$ cat src/rtl/matrix_loader.sv
// matrix_loader
//
// Upstream feeder for the flat-bus matrix operation stage. It takes a serial
// stream of elements over a valid/ready handshake: matrix A first, then
// matrix B, each in row-major order. Each matrix is packed into a flat bus.
// Element (i,j) sits at bits [length*(size*i+j+1)-1 : length*(size*i+j)].
// The completed pair is presented downstream and held stable until it is
// taken.
//
// Ports:
//   clk        rising-edge clock
//   rst        asynchronous active-high reset
//   flush      synchronous frame abort (present only with MATRIX_LOADER_FLUSH_EN)
//   in_data    element value
//   in_valid   in_data is valid this cycle
//   in_last    marks the final element of matrix B
//   in_ready   an element is accepted this cycle if in_valid is high
//   first      assembled matrix A
//   second     assembled matrix B
//   out_valid  first/second hold a complete pair
//   out_ready  downstream takes the pair
//   err        sticky framing error
//
// Optional feature: define MATRIX_LOADER_FLUSH_EN to add the flush input.

module matrix_loader #(
    parameter int unsigned size   = 2,
    parameter int unsigned length = 8
) (
    input  logic                          clk,
    input  logic                          rst,
`ifdef MATRIX_LOADER_FLUSH_EN
    input  logic                          flush,
`endif
    input  logic [length-1:0]             in_data,
    input  logic                          in_valid,
    input  logic                          in_last,
    output logic                          in_ready,
    output logic [size*size*length-1:0]   first,
    output logic [size*size*length-1:0]   second,
    output logic                          out_valid,
    input  logic                          out_ready,
    output logic                          err
);

    localparam int unsigned Elems = size * size;
    localparam int unsigned IdxW  = (Elems > 1) ? $clog2(Elems) : 1;
    localparam int unsigned BusW  = Elems * length;
    localparam logic [IdxW-1:0] LastIdx = IdxW'(Elems - 1);

    typedef enum logic [1:0] {
        StLoadA,
        StLoadB,
        StFull
    } state_e;

    state_e            state_q, state_d;
    logic [IdxW-1:0]   idx_q, idx_d;
    logic [BusW-1:0]   first_q, first_d;
    logic [BusW-1:0]   second_q, second_d;
    logic              out_valid_q, out_valid_d;
    logic              err_q, err_d;
    logic              accept;
    logic              last_slot;

    always_comb begin
        state_d     = state_q;
        idx_d       = idx_q;
        first_d     = first_q;
        second_d    = second_q;
        out_valid_d = out_valid_q;
        err_d       = err_q;

        in_ready = (state_q != StFull);
`ifdef MATRIX_LOADER_FLUSH_EN
        // Flush wins over any element offered in the same cycle.
        if (flush) begin
            in_ready = 1'b0;
        end
`endif
        accept    = in_valid && in_ready;
        last_slot = (idx_q == LastIdx);

        case (state_q)
            StLoadA: begin
                if (accept) begin
                    first_d[int'(idx_q)*length +: length] = in_data;
                    if (in_last) begin
                        // Early end-of-frame: keep the write, drop the frame.
                        err_d = 1'b1;
                        idx_d = '0;
                    end else if (last_slot) begin
                        idx_d   = '0;
                        state_d = StLoadB;
                    end else begin
                        idx_d = idx_q + IdxW'(1);
                    end
                end
            end
            StLoadB: begin
                if (accept) begin
                    second_d[int'(idx_q)*length +: length] = in_data;
                    if (last_slot) begin
                        // Missing in_last is flagged but the pair still completes.
                        if (!in_last) begin
                            err_d = 1'b1;
                        end
                        idx_d       = '0;
                        state_d     = StFull;
                        out_valid_d = 1'b1;
                    end else if (in_last) begin
                        err_d   = 1'b1;
                        idx_d   = '0;
                        state_d = StLoadA;
                    end else begin
                        idx_d = idx_q + IdxW'(1);
                    end
                end
            end
            StFull: begin
                if (out_ready) begin
                    out_valid_d = 1'b0;
                    state_d     = StLoadA;
                end
            end
            default: begin
                state_d     = StLoadA;
                idx_d       = '0;
                out_valid_d = 1'b0;
            end
        endcase

`ifdef MATRIX_LOADER_FLUSH_EN
        // Data buses keep their contents; only control state is cleared.
        if (flush) begin
            state_d     = StLoadA;
            idx_d       = '0;
            out_valid_d = 1'b0;
            err_d       = 1'b0;
        end
`endif
    end

    always_ff @(posedge clk or posedge rst) begin
        if (rst) begin
            state_q     <= StLoadA;
            idx_q       <= '0;
            first_q     <= '0;
            second_q    <= '0;
            out_valid_q <= 1'b0;
            err_q       <= 1'b0;
        end else begin
            state_q     <= state_d;
            idx_q       <= idx_d;
            first_q     <= first_d;
            second_q    <= second_d;
            out_valid_q <= out_valid_d;
            err_q       <= err_d;
        end
    end

    assign first     = first_q;
    assign second    = second_q;
    assign out_valid = out_valid_q;
    assign err       = err_q;

endmodule

$ cat config.mk
export PLATFORM = sky130hd
export DESIGN_NAME = matrix_loader
export DESIGN_NICKNAME = d
export VERILOG_FILES = /design/src/rtl/matrix_loader.sv
export SDC_FILE = /design/constraint.sdc
export NUM_CORES = 1
export LEC_CHECK = 0
export CAP_MARGIN = 15
export CORE_ASPECT_RATIO = 0.6
export CORE_MARGIN = 3
export CORE_UTILIZATION = 50
export CTS_BUF_LIST = sky130_fd_sc_hd__clkbuf_2
export DETAILED_ROUTE_END_ITERATION = 7
export PLACE_DENSITY = 0.82
export SLEW_MARGIN = 20
export SYNTH_ARGS = -nofsm -noshare
export SYNTH_HDL_FRONTEND = slang
export SYNTH_SLANG_ARGS = --single-unit
$ cat constraint.sdc
create_clock -name clk -period 3.3 [get_ports clk]
set_clock_uncertainty 0.1 [all_clocks]
set_input_delay 0.825 -clock clk [delete_from_list [all_inputs] [get_ports clk]]
set_output_delay 0.825 -clock clk [all_outputs]
set_load 0.03 [all_outputs]
== After elaboration in Yosys (flattened, before gate mapping) ==
Cells that the tools add are included.
Word-level totals
  bits in registers: 70
  bits of input ports: 13
  output and inout bits: 67
  logic and storage cells: 60
Cells by class
  $add $sub $neg: 2
  eq/ne operators: 12
  shift-type cells: 2
  mux-type cells: 27
  bitwise logic cells: 2
  reductions and logical operators: 9
Operator list (number)
  $bwmux W32: 2
  $neg A5 Y34: 1
  $shift A8 B34 Y32 const A: 1
  $shiftx A8 B34 Y32: 1
  $mux W2: 13
  $ne A2 B2 Y1 const B: 7
  $pmux W2 S3: 2
  $mux W1: 8
  $reduce_and A4 Y1: 2
  $ne A3 B3 Y1 const B: 2
  $reduce_and A6 Y1: 1
  $eq A2 B2 Y1 const B: 2
  $reduce_and A2 Y1: 2
  $pmux W1 S3: 1
  $reduce_and A3 Y1: 1
  $add A2 B1 Y2 const B: 1
  $eq A2 B1 Y1 const B: 1
  $logic_not A2 Y1: 1
  $not A1 Y1: 2
  $pmux W1 S2: 1
  $reduce_bool A2 Y1: 1
  $logic_and A1 B1 Y1: 1

== Depth between registers and ports, before layout ==
  depth in word-level cells: 5
  depth in mapped cells: 7
  depth with buffers taken out: 5

== Least setup slack after synthesis ==
Ideal clock, no wire load.
  kind: register -> output
  start point: register state_q[0]
  end point: output in_ready
  arrival: 0.887 ns
  required time: 2.375 ns
  setup slack: 1.488 ns
  stages on the path, launching flop included: 4
  buffers on the path: 1
  cells stage by stage: dfrtp_1 buf_4 nor2b_1 inv_1
On the way
  word-level cells in the longest chain between the ends: 1
Ends and longest elaborated chain
  start: declaration: line 57  | state_e state_q, state_d;
  start signal: assignment: line 146  | state_q <= StLoadA;
  start signal: assignment: line 153  | state_q <= state_d;
  $ne A2 B2 Y1: line 74  | in_ready = (state_q != StFull);
  end: declaration: line 38  | output logic in_ready,
No other way between the ends.

== Final worst setup path ==
Same ends and word-level chain as after synthesis.

==> metrics.txt <==
outcome=finished, final reports clean; Synth top cells by count=nand2_1, dfrtp_1, o21ai_1; fin crit share=~90%; CP Launch Type=flip-flop; Routed WL=6942 um; total gr overflow=0; Die Wd=105.2 um; Net Count, Synth=302; worst slack, placed=between 0.8 and 0.9 ns; Worst Max-Slew Pin Slew=0.5788 ns; share of post-route cells with drive strength above 1=8.130%; Sum Neg Setup Slack=0 ns; gr usage total=between 20% and 30%; relative max-transition margin=61.35%; CP Class=reg -> out; Syn Area/Cell=10.39 um^2; total CTS buffers=9; Yosys warning count=0; CTS tree=done; CP max stage cell=clkdlybuf4s50_1; post-synthesis cell area=a little under 3000 um^2; wire length per cell=15.57 um; most common cell in the netlist=nand2_1; ys async rst share=100.0%; Critical Path AT=2.05 ns; hold violation total from the final report=0; sequential element share of the synthesized area=59.37%; DRC=0; Clk pwr share=27.0%; Post-CTS Hold Fix Bufs=0; Max Buffers Root-to-Sink=2; Nets=between 300 and 400; Post-synth EDFFs=0; vias in the first global route=2267; DRT iter0 DRCs=93; first-pass GRT wire length=between 10000 and 15000 um; DR pass1 iterations=4; CP cell instances=nor2b_1 -> inv_1 -> clkdlybuf4s50_1; Hold Crit Class=reg -> reg; post-CTS setup buffers=0; final worst setup slack=0.3207 ns; Net Sw Frac=between 30% and 40%; hold_sp=err; fillers=409; Syn Inst Count=between 200 and 300; RSZ-0062 raised after global routing=false; Final Setup Violations=0; achievable frequency=0.3356 GHz; ANT cells=0; Port Buffers=79; Layout Area Growth over Synthesis=33.55%; Fin Hold WS=0.4054 ns; placed wire-length estimate=4998 um; Static Leak=1.645 nW; Reg clk slew, reported paths=0.17 ns; Worst Path Required=2.37 ns; Root Driver=clkbuf_2; post_cts resized=0; post-route ant nets=0; internal power=1.392 mW; vias per cell=~5.2; DR vias=2323; Sw Pwr=a little under 0.7 mW; Setup crit start=state_q[0]; core area=around 5400 um^2; Final GP Congestion=0.8002; endpoint type of the worst setup path=primary output; Die Ht=roughly 66 um; Unique masters post-synth=25; Synth area leaders=dfrtp_1, nand2_1, o21ai_1; I/O Pins=80; Final Max Tran Viols=0; combinational power share=between 20% and 30%; Max rail drop VDD=0.3071 mV; Worst R2R Start=idx_q[0]; Critical Path Max Stage Delay=0.67 ns; area leader, netlist=dfrtp_1; Multi-input gate area=1112 um^2; Tot Pwr=2.066 mW; Worst R2R Path Depth=5; FP Rows=20; largest net degree at the start of global routing=45; # Max-Cap Violations=0; clock sinks=70; PD cells=524.2 nW/um^2; final core utilization=73.23%; clock latency on the worst-skew pair=0.50 ns; ys flop type=dfrtp_1; crit path max fanout=13; die area=6889 um^2; Reg area=between 1500 and 2000 um^2; crit path time final=2.979 ns; Sequential Power Share=a little under half; antenna violations before repair=0; Yosys reg bits=70; H-tree levels=3; share of the synthesized area in the top cell type=around three fifths; Starting Density=between 50% and 60%; Hold Crit Depth=1
[metrics by stage]
stage	std cells	instance area, um^2
after floorplan	284	2950
after global placement	430	3801
after detailed placement	430	3801
after CTS	446	3940
after global routing	446	3940
final	446	3940
[cells by family after synthesis]
family / synth area share (%)
buffers and inverters: 2.926
flip-flops: 59.37
adder cells (fa/ha/maj): 2.120
AND/OR/NAND/NOR: 22.56
AO/OA/AOI/OAI: 12.72
XOR/XNOR: 0.2969
[layout make-up]
| cell class | instances | share of cell area, % |
|---|---|---|
| flip-flops and latches | 70 | 44.46 |
| multi-input cells | 197 | 28.23 |
| repair buffers | 82 | 20.96 |
| well taps | 77 | 2.445 |
| clock inverters | 5 | 2.128 |
| clock buffers | 11 | 1.397 |
| inverters | 4 | 0.3811 |
[routing by layer]
metal,GRT usage [%],share of wire [%],up-vias
met2,34.58,45,89
met5,0,0,-
met4,3.437,0.58,0
li1,-,-,1123
met3,8.047,6.9,6
met1,30.21,47,1105
[worst max-delay path: cells and delay by family, from the launching register on]
kind                   cells  cell delay [ns]
buffers and inverters      2             0.76
DFF                        1             0.66
and+or+nand+nor            1             0.13
[final timing paths]
| kind | end | slack (ns) |
|---|---|---|
| setup / recovery | in_ready | 0.32 |
| hold / removal | err | 0.41 |
| setup reg to reg | first[31] | 0.96 |
| hold reg to reg | err | 0.41 |
| max in group asynchronous | first[25] | 1.92 |
| min in group asynchronous | first[8] | 0.57 |
[sequential cells by signal, summed over array words and instances (netlist names)]
name and count:
first 32, second 32, state_q 2, idx_q 2, err 1, out_valid 1
[cell usage in the layout, fill, tap and decap left out, drive strengths merged, types with 2 or more instances in the layout]
| cell type | synthesis | routed |
|---|---|---|
| nor4b | 2 | 2 |
| clkbuf | 1 | 11 |
| nor2 | 3 | 3 |
| clkdlybuf4s50 | 0 | 79 |
| buf | 12 | 3 |
| clkinvlp | 0 | 2 |
| nand2 | 97 | 97 |
| nand3b | 2 | 2 |
| bufinv | 0 | 2 |
| ha | 5 | 5 |
| o21ai | 70 | 70 |
| nand4b | 4 | 4 |
| inv | 4 | 4 |
| nand4bb | 4 | 4 |
| dfrtp | 70 | 70 |
| nor2b | 2 | 2 |
[power by group through the flow]
stage / registers [mW] / logic (mW) / clock network [mW]
global placement: 0.998 / 0.517 / 0
floorplan: 1.12 / 0.198 / 0
CTS: 0.983 / 0.530 / 0.568
global route: 0.995 / 0.562 / 0.619
finish: 0.982 / 0.526 / 0.558
detailed placement: 0.999 / 0.528 / 0
Power figures use the tool's default switching activity.
